### src/rtl/booth_seq_ctrl.sv
// ---------------------------------------------------------------------------
// booth_seq_ctrl
//
// Sequencer for an external multi-cycle multiplier. An operand pair is
// accepted from upstream, the multiplier is cleared, loaded for LOAD_CYCLES
// cycles, run for RUN_CYCLES cycles, and its product is captured into an
// output register that is held until downstream consumes it.
//
// Handshake semantics (both sides): a transfer happens on a rising clk edge
// where valid && ready are both high. valid must not depend on ready. Once
// out_valid is high, out_prod and out_valid stay unchanged until the edge
// that consumes them. in_valid while in_ready is low is ignored.
//
// Ports
//   clk          : single clock, rising-edge active
//   rst          : asynchronous, active-low reset
//   in_valid     : upstream presents in_a/in_b
//   in_ready     : operand pair accepted this cycle (combinational)
//   in_a, in_b   : signed operands, WIDTH bits each
//   mul_clr      : clear pulse to the multiplier (CLEAR state)
//   mul_en       : multiplier enable (LOAD and RUN states)
//   mul_load     : operand-load strobe (LOAD state)
//   mul_a, mul_b : latched operands driven to the multiplier
//   mul_product  : signed 2*WIDTH product from the multiplier
//   out_valid    : out_prod holds a completed product
//   out_ready    : downstream consumes out_prod
//   out_prod     : captured signed product
//   busy         : high in every state except IDLE
//   ops_done     : products delivered, wraps at 16 bits
//   dbg_state    : current FSM state (IDLE=0 CLEAR=1 LOAD=2 RUN=3 CAPTURE=4)
// ---------------------------------------------------------------------------
module booth_seq_ctrl #(
    parameter int WIDTH       = 32,
    parameter int LOAD_CYCLES = 2,
    parameter int RUN_CYCLES  = 34
) (
    input  logic                 clk,
    input  logic                 rst,
    input  logic                 in_valid,
    output logic                 in_ready,
    input  logic [WIDTH-1:0]     in_a,
    input  logic [WIDTH-1:0]     in_b,
    output logic                 mul_clr,
    output logic                 mul_en,
    output logic                 mul_load,
    output logic [WIDTH-1:0]     mul_a,
    output logic [WIDTH-1:0]     mul_b,
    input  logic [2*WIDTH-1:0]   mul_product,
    output logic                 out_valid,
    input  logic                 out_ready,
    output logic [2*WIDTH-1:0]   out_prod,
    output logic                 busy,
    output logic [15:0]          ops_done,
    output logic [2:0]           dbg_state
);

    typedef enum logic [2:0] {
        ST_IDLE    = 3'd0,
        ST_CLEAR   = 3'd1,
        ST_LOAD    = 3'd2,
        ST_RUN     = 3'd3,
        ST_CAPTURE = 3'd4
    } state_t;

    // Counter is preloaded with (duration - 1) and the phase ends when it
    // reads zero, so a phase of N cycles needs no extra compare logic.
    localparam logic [7:0] LOAD_LAST = 8'(LOAD_CYCLES - 1);
    localparam logic [7:0] RUN_LAST  = 8'(RUN_CYCLES - 1);

    state_t             state;
    state_t             state_next;
    logic [7:0]         cnt;
    logic               cnt_done;
    logic               accept;
    logic [WIDTH-1:0]   op_a;
    logic [WIDTH-1:0]   op_b;

    // Registered-output next values, decoded from the next state so the
    // outputs line up with the state they describe.
    logic               clr_d;
    logic               load_d;
    logic               en_d;
    logic               busy_d;

    assign cnt_done  = (cnt == 8'd0);
    assign in_ready  = (state == ST_IDLE) && (!out_valid || out_ready);
    assign accept    = in_valid && in_ready;
    assign mul_a     = op_a;
    assign mul_b     = op_b;
    assign dbg_state = state;

    // -------------------------------------------------------------------
    // State register
    // -------------------------------------------------------------------
    always_ff @(posedge clk or negedge rst) begin
        if (!rst) begin
            state <= ST_IDLE;
        end else begin
            state <= state_next;
        end
    end

    // -------------------------------------------------------------------
    // Next-state logic
    // -------------------------------------------------------------------
    always_comb begin
        state_next = state;
        case (state)
            ST_IDLE:    if (accept)   state_next = ST_CLEAR;
            ST_CLEAR:                 state_next = ST_LOAD;
            ST_LOAD:    if (cnt_done) state_next = ST_RUN;
            ST_RUN:     if (cnt_done) state_next = ST_CAPTURE;
            ST_CAPTURE:               state_next = ST_IDLE;
            default:                  state_next = ST_IDLE;
        endcase
    end

    // -------------------------------------------------------------------
    // Output decode (feeds the output registers)
    // -------------------------------------------------------------------
    always_comb begin
        clr_d  = 1'b0;
        load_d = 1'b0;
        en_d   = 1'b0;
        busy_d = 1'b1;
        case (state_next)
            ST_IDLE:    busy_d = 1'b0;
            ST_CLEAR:   clr_d  = 1'b1;
            ST_LOAD: begin
                load_d = 1'b1;
                en_d   = 1'b1;
            end
            ST_RUN:     en_d   = 1'b1;
            ST_CAPTURE: en_d   = 1'b0;
            default:    busy_d = 1'b0;
        endcase
    end

    always_ff @(posedge clk or negedge rst) begin
        if (!rst) begin
            mul_clr  <= 1'b0;
            mul_load <= 1'b0;
            mul_en   <= 1'b0;
            busy     <= 1'b0;
        end else begin
            mul_clr  <= clr_d;
            mul_load <= load_d;
            mul_en   <= en_d;
            busy     <= busy_d;
        end
    end

    // -------------------------------------------------------------------
    // Phase counter: loaded on CLEAR for LOAD, reloaded at the end of LOAD
    // for RUN, otherwise counts down to zero and rests there.
    // -------------------------------------------------------------------
    always_ff @(posedge clk or negedge rst) begin
        if (!rst) begin
            cnt <= 8'd0;
        end else if (state == ST_CLEAR) begin
            cnt <= LOAD_LAST;
        end else if (state == ST_LOAD && cnt_done) begin
            cnt <= RUN_LAST;
        end else if (!cnt_done) begin
            cnt <= cnt - 8'd1;
        end
    end

    // -------------------------------------------------------------------
    // Operand registers: written only on an accepted transfer, so they
    // stay stable for the whole operation regardless of in_valid activity.
    // -------------------------------------------------------------------
    always_ff @(posedge clk or negedge rst) begin
        if (!rst) begin
            op_a <= '0;
            op_b <= '0;
        end else if (accept) begin
            op_a <= in_a;
            op_b <= in_b;
        end
    end

    // -------------------------------------------------------------------
    // Result register and delivery counter. CAPTURE setting out_valid has
    // priority over a consume on the same edge.
    // -------------------------------------------------------------------
    always_ff @(posedge clk or negedge rst) begin
        if (!rst) begin
            out_valid <= 1'b0;
            out_prod  <= '0;
            ops_done  <= 16'd0;
        end else if (state == ST_CAPTURE) begin
            out_valid <= 1'b1;
            out_prod  <= mul_product;
            ops_done  <= ops_done + 16'd1;
        end else if (out_ready) begin
            out_valid <= 1'b0;
        end
    end

endmodule

### config.mk
export PLATFORM = sky130hd
export DESIGN_NAME = booth_seq_ctrl
export DESIGN_NICKNAME = d
export VERILOG_FILES = /design/src/rtl/booth_seq_ctrl.sv
export SDC_FILE = /design/constraint.sdc
export NUM_CORES = 1
export LEC_CHECK = 0
export CAP_MARGIN = 20
export CORE_ASPECT_RATIO = 0.9
export CORE_MARGIN = 1.5
export CORE_UTILIZATION = 45
export DETAILED_ROUTE_END_ITERATION = 10
export GPL_TIMING_DRIVEN = 0
export HOLD_SLACK_MARGIN = 0.05
export PLACE_DENSITY_LB_ADDON = 0.08
export SYNTH_ARGS = -nofsm -noshare
export SYNTH_HDL_FRONTEND = slang
export SYNTH_SLANG_ARGS = --single-unit
### constraint.sdc
create_clock -name clk -period 5.12 [get_ports clk]
set_input_delay 0.768 -clock clk [delete_from_list [all_inputs] [get_ports clk]]
set_output_delay 0.768 -clock clk [all_outputs]
set_load 0.005 [all_outputs]
==> metrics.md <==
| Metric | Value |
|---|---|
| Routed Antenna Nets | 0 |
| Reg2Reg Setup Slack | 2.97 ns |
| Critical-path maximum fanout | 2 |
| CP required | 4.35 ns |
| Die Y | 114 um |
| Design Area, Final | around 9900 um^2 |
| Vias per inst | about 4.9 |
| Seq pwr share | roughly two fifths |
| First-pass DRT Iterations | 4 |
| Hold buffers post-CTS | 0 |
| Number of port buffers | about 280 |
| # Post-CTS Setup Buffers | 0 |
| Seq cells post-synth | between 150 and 200 |
| H-Tree Depth | 4 |
| Period utilisation layout | approximately 56% |
| CTS Root Cell | clkbuf_16 |
| Asr flop ratio synth | 100% |
| DRC viols | 0 |
| Initial antenna violation count | 0 |
| Peak VDD IR | 0.348 mV |
| Placed instance count | 858 |
| Storage element area | around 4000 um^2 |
| Final std cells w/o fill | ~900 |
| WL final | 14700 um |
| Placer Congestion | ~0.80 |
| Total Power | 4.69 mW |
| Top FF cell, synth | dfrtp_1 |
| Tot GR Track Use | 20.9% |
| Worst setup SP type | input pin |
| Multi-input logic area | just over 2000 um^2 |
| Setup violators final | 0 |
| Outcome | completed |
| Layout Utilization | approximately 74% |
| CP Launch Point | out_ready |
| Via count of the first global-routing pass | between 4000 and 5000 |
| Slew Limit Fails | 0 |
| Pleak | between 4 and 5 nW |
| Placed Area | around 9000 um^2 |
| Syn-to-layout area delta | 60.0% |
| Internal power | 3.57 mW |
| Clock network fraction of total power | between 20 and 30% |
| Clock Sinks | 160 |
| Clock transition at path regs | roughly 0.060 ns |
| Rel. slew slack | between 40% and 50% |
| Sw Share | about a quarter |
| Final hold vios | 0 |
| Post-cts repair resize count | 0 |
| Boundary pin count | 285 |
| Syn Area/Cell | between 15 and 20 um^2 |
| Reg-to-reg startpoint | dbg_state[2]$_DFF_PN0_ |
| Die W | about 130 um |
| Post-synth top area share | between 60% and 70% |
| Sw Pwr | 1.12 mW |
| Power per cell area | roughly 470 nW/um^2 |
| GRT overflow | 0 |
| DR WL/cell | roughly 17 um |
| First-pass GRT wire length | between 20000 and 25000 um |
| Netlist Area Pre-Place | approximately 6200 um^2 |
| FILL cells | roughly 910 |
| Min Tclk post-route | approximately 2.9 ns |
| Worst Max-Slew Pin Slew | between 0.8 and 0.9 ns |
| FF-to-FF path depth | 5 |
| Clock latency on the worst-skew pair | between 0.4 and 0.5 ns |
| Detailed Place HPWL | 11000 um |
| Hold Crit Class | input pin to async pin |
| Synth area leader | dfrtp_1 |
| CTS tree | yes |
| Largest net degree at the start of global routing | 99 |
| Initial Util | a little under half |
| Synth warn | 0 |
| Arr. time, crit path | about 2.1 ns |
| Standard-cell rows | 40 |
| Top-count cell post-synth | dfrtp_1 |
| Clock Tree Buf Depth | 2 |
| Post-synth top cells | dfrtp_1, mux2_2, buf_2, xnor2_1 |
| DIE AREA | 14500 um^2 |
| RSZ-0062 raised after global routing | no |
| Sequential area share after synthesis | 64.6% |
| Worst Clk Skew | approximately 0.0069 ns |
| FMAX | about 0.35 GHz |
| Setup Crit Path Kind | input pin to output port |
| Largest cells by area after synthesis | dfrtp_1, mux2_2, xnor2_1 |
| Post-synth EDFFs | 0 |
| Mapped Nets | 539 |
| Worst setup EP type | output port |
| Antenna Diode Count | 0 |
| Total CTS buffers | 17 |
| Reg-to-reg endpoint | out_prod[57]$_DFFE_PN0P_ |
| Number of nets in the layout | ~840 |
| Layout cells sized above 1 | between 20% and 30% |
| Core area | around 13000 um^2 |
| Comb power frac | between 30% and 40% |
| Starting DRT DRC Count | 261 |
| Yosys cell types | 36 |
| Cell count after synthesis | 405 |
| End of the critical path | in_ready |
| Max cap viols | 0 |
| Total number of vias | around 4300 |
-- worst min path at each step --
stage,from,to,depth (start not counted)
final,rst,out_prod[11]$_DFFE_PN0P_,1
after global routing,rst,out_prod[11]$_DFFE_PN0P_,1
after CTS,rst,out_prod[11]$_DFFE_PN0P_,1
after detailed placement,ops_done[15]$_DFFE_PN0P_,ops_done[15]$_DFFE_PN0P_,1
after global placement,ops_done[15]$_DFFE_PN0P_,ops_done[15]$_DFFE_PN0P_,1
after floorplan,rst,busy$_DFF_PN0_,0
-- area by class of cell --
cell class,count,area share [%]
sequential,160,40.4
timing repair buffer,285,29.0
multi-input combinational,219,20.9
clock buffer,21,4.54
tap,168,2.12
clock inverter,7,1.87
buffer,21,1.06
inverter,5,0.189
-- cell families (layout without fill, tap and decap cells) --
family	Yosys count	in the layout	share of synthesized area (%)
AOI/OAI and AO/OA	11	11	1.09
adders and majority gates	2	2	0.404
buffers and inverters	26	339	2.00
muxes	131	131	23.9
and+or+nand+nor	58	58	5.61
xor gates and xnor gates	17	17	2.40
DFF	160	160	64.6
-- power groups by stage --
stage	logic (mW)	registers [mW]	clock network, mW
finish	1.50	1.82	1.37
global route	1.61	1.86	1.46
CTS	1.52	1.82	1.41
detailed placement	1.51	1.84	0
global placement	1.47	1.82	0
floorplan	0.547	1.85	0
-- critical path: stages --
cell	delay (ns)
clkdlybuf4s50_1	0.46
nor2b_1	0.09
nor4_4	0.20
clkdlybuf4s50_1	0.58
-- state kept, by name, summed over array words and instances, names as in the netlist, 3 cells and up --
name	cells
cnt	8
out_prod	64
mul_b	32
dbg_state	3
ops_done	16
mul_a	32
-- cell usage in the layout (no fill, tap or decap), types with 2 or more instances in the layout --
cell type / count
xor2_1: 2
nand2b_1: 2
nand3_1: 9
a21oi_1: 4
and4_1: 3
inv_1: 5
nor3_1: 5
nor2b_1: 2
or3_1: 4
nor3b_1: 2
o21ai_0: 3
bufinv_16: 6
nand2_1: 9
mux2_2: 126
buf_6: 2
buf_2: 15
clkdlybuf4s50_1: 283
nand4_1: 3
and3_1: 4
ha_1: 2
clkbuf_1: 8
nor2_1: 8
dfrtp_1: 160
mux2_1: 3
clkbuf_16: 17
xnor2_1: 15
-- layer usage --
layer | GRT usage, % | share of wire (%)
met5 | 0 | 0
met4 | 7.35 | 1.9
met3 | 8.41 | 7.8
met2 | 36.2 | 52
met1 | 23.5 | 39
-- metrics by stage --
step	hold WS [ns]	worst slack, ns	setup TNS [ns]
final	0.320	2.26	0
after global routing	0.361	2.19	0
after CTS	0.333	2.25	0
after detailed placement	0.470	2.27	0
after global placement	0.463	-2.97	-472.41
after floorplan	0.468	3.10	0
(Power assumes the default switching activity.)
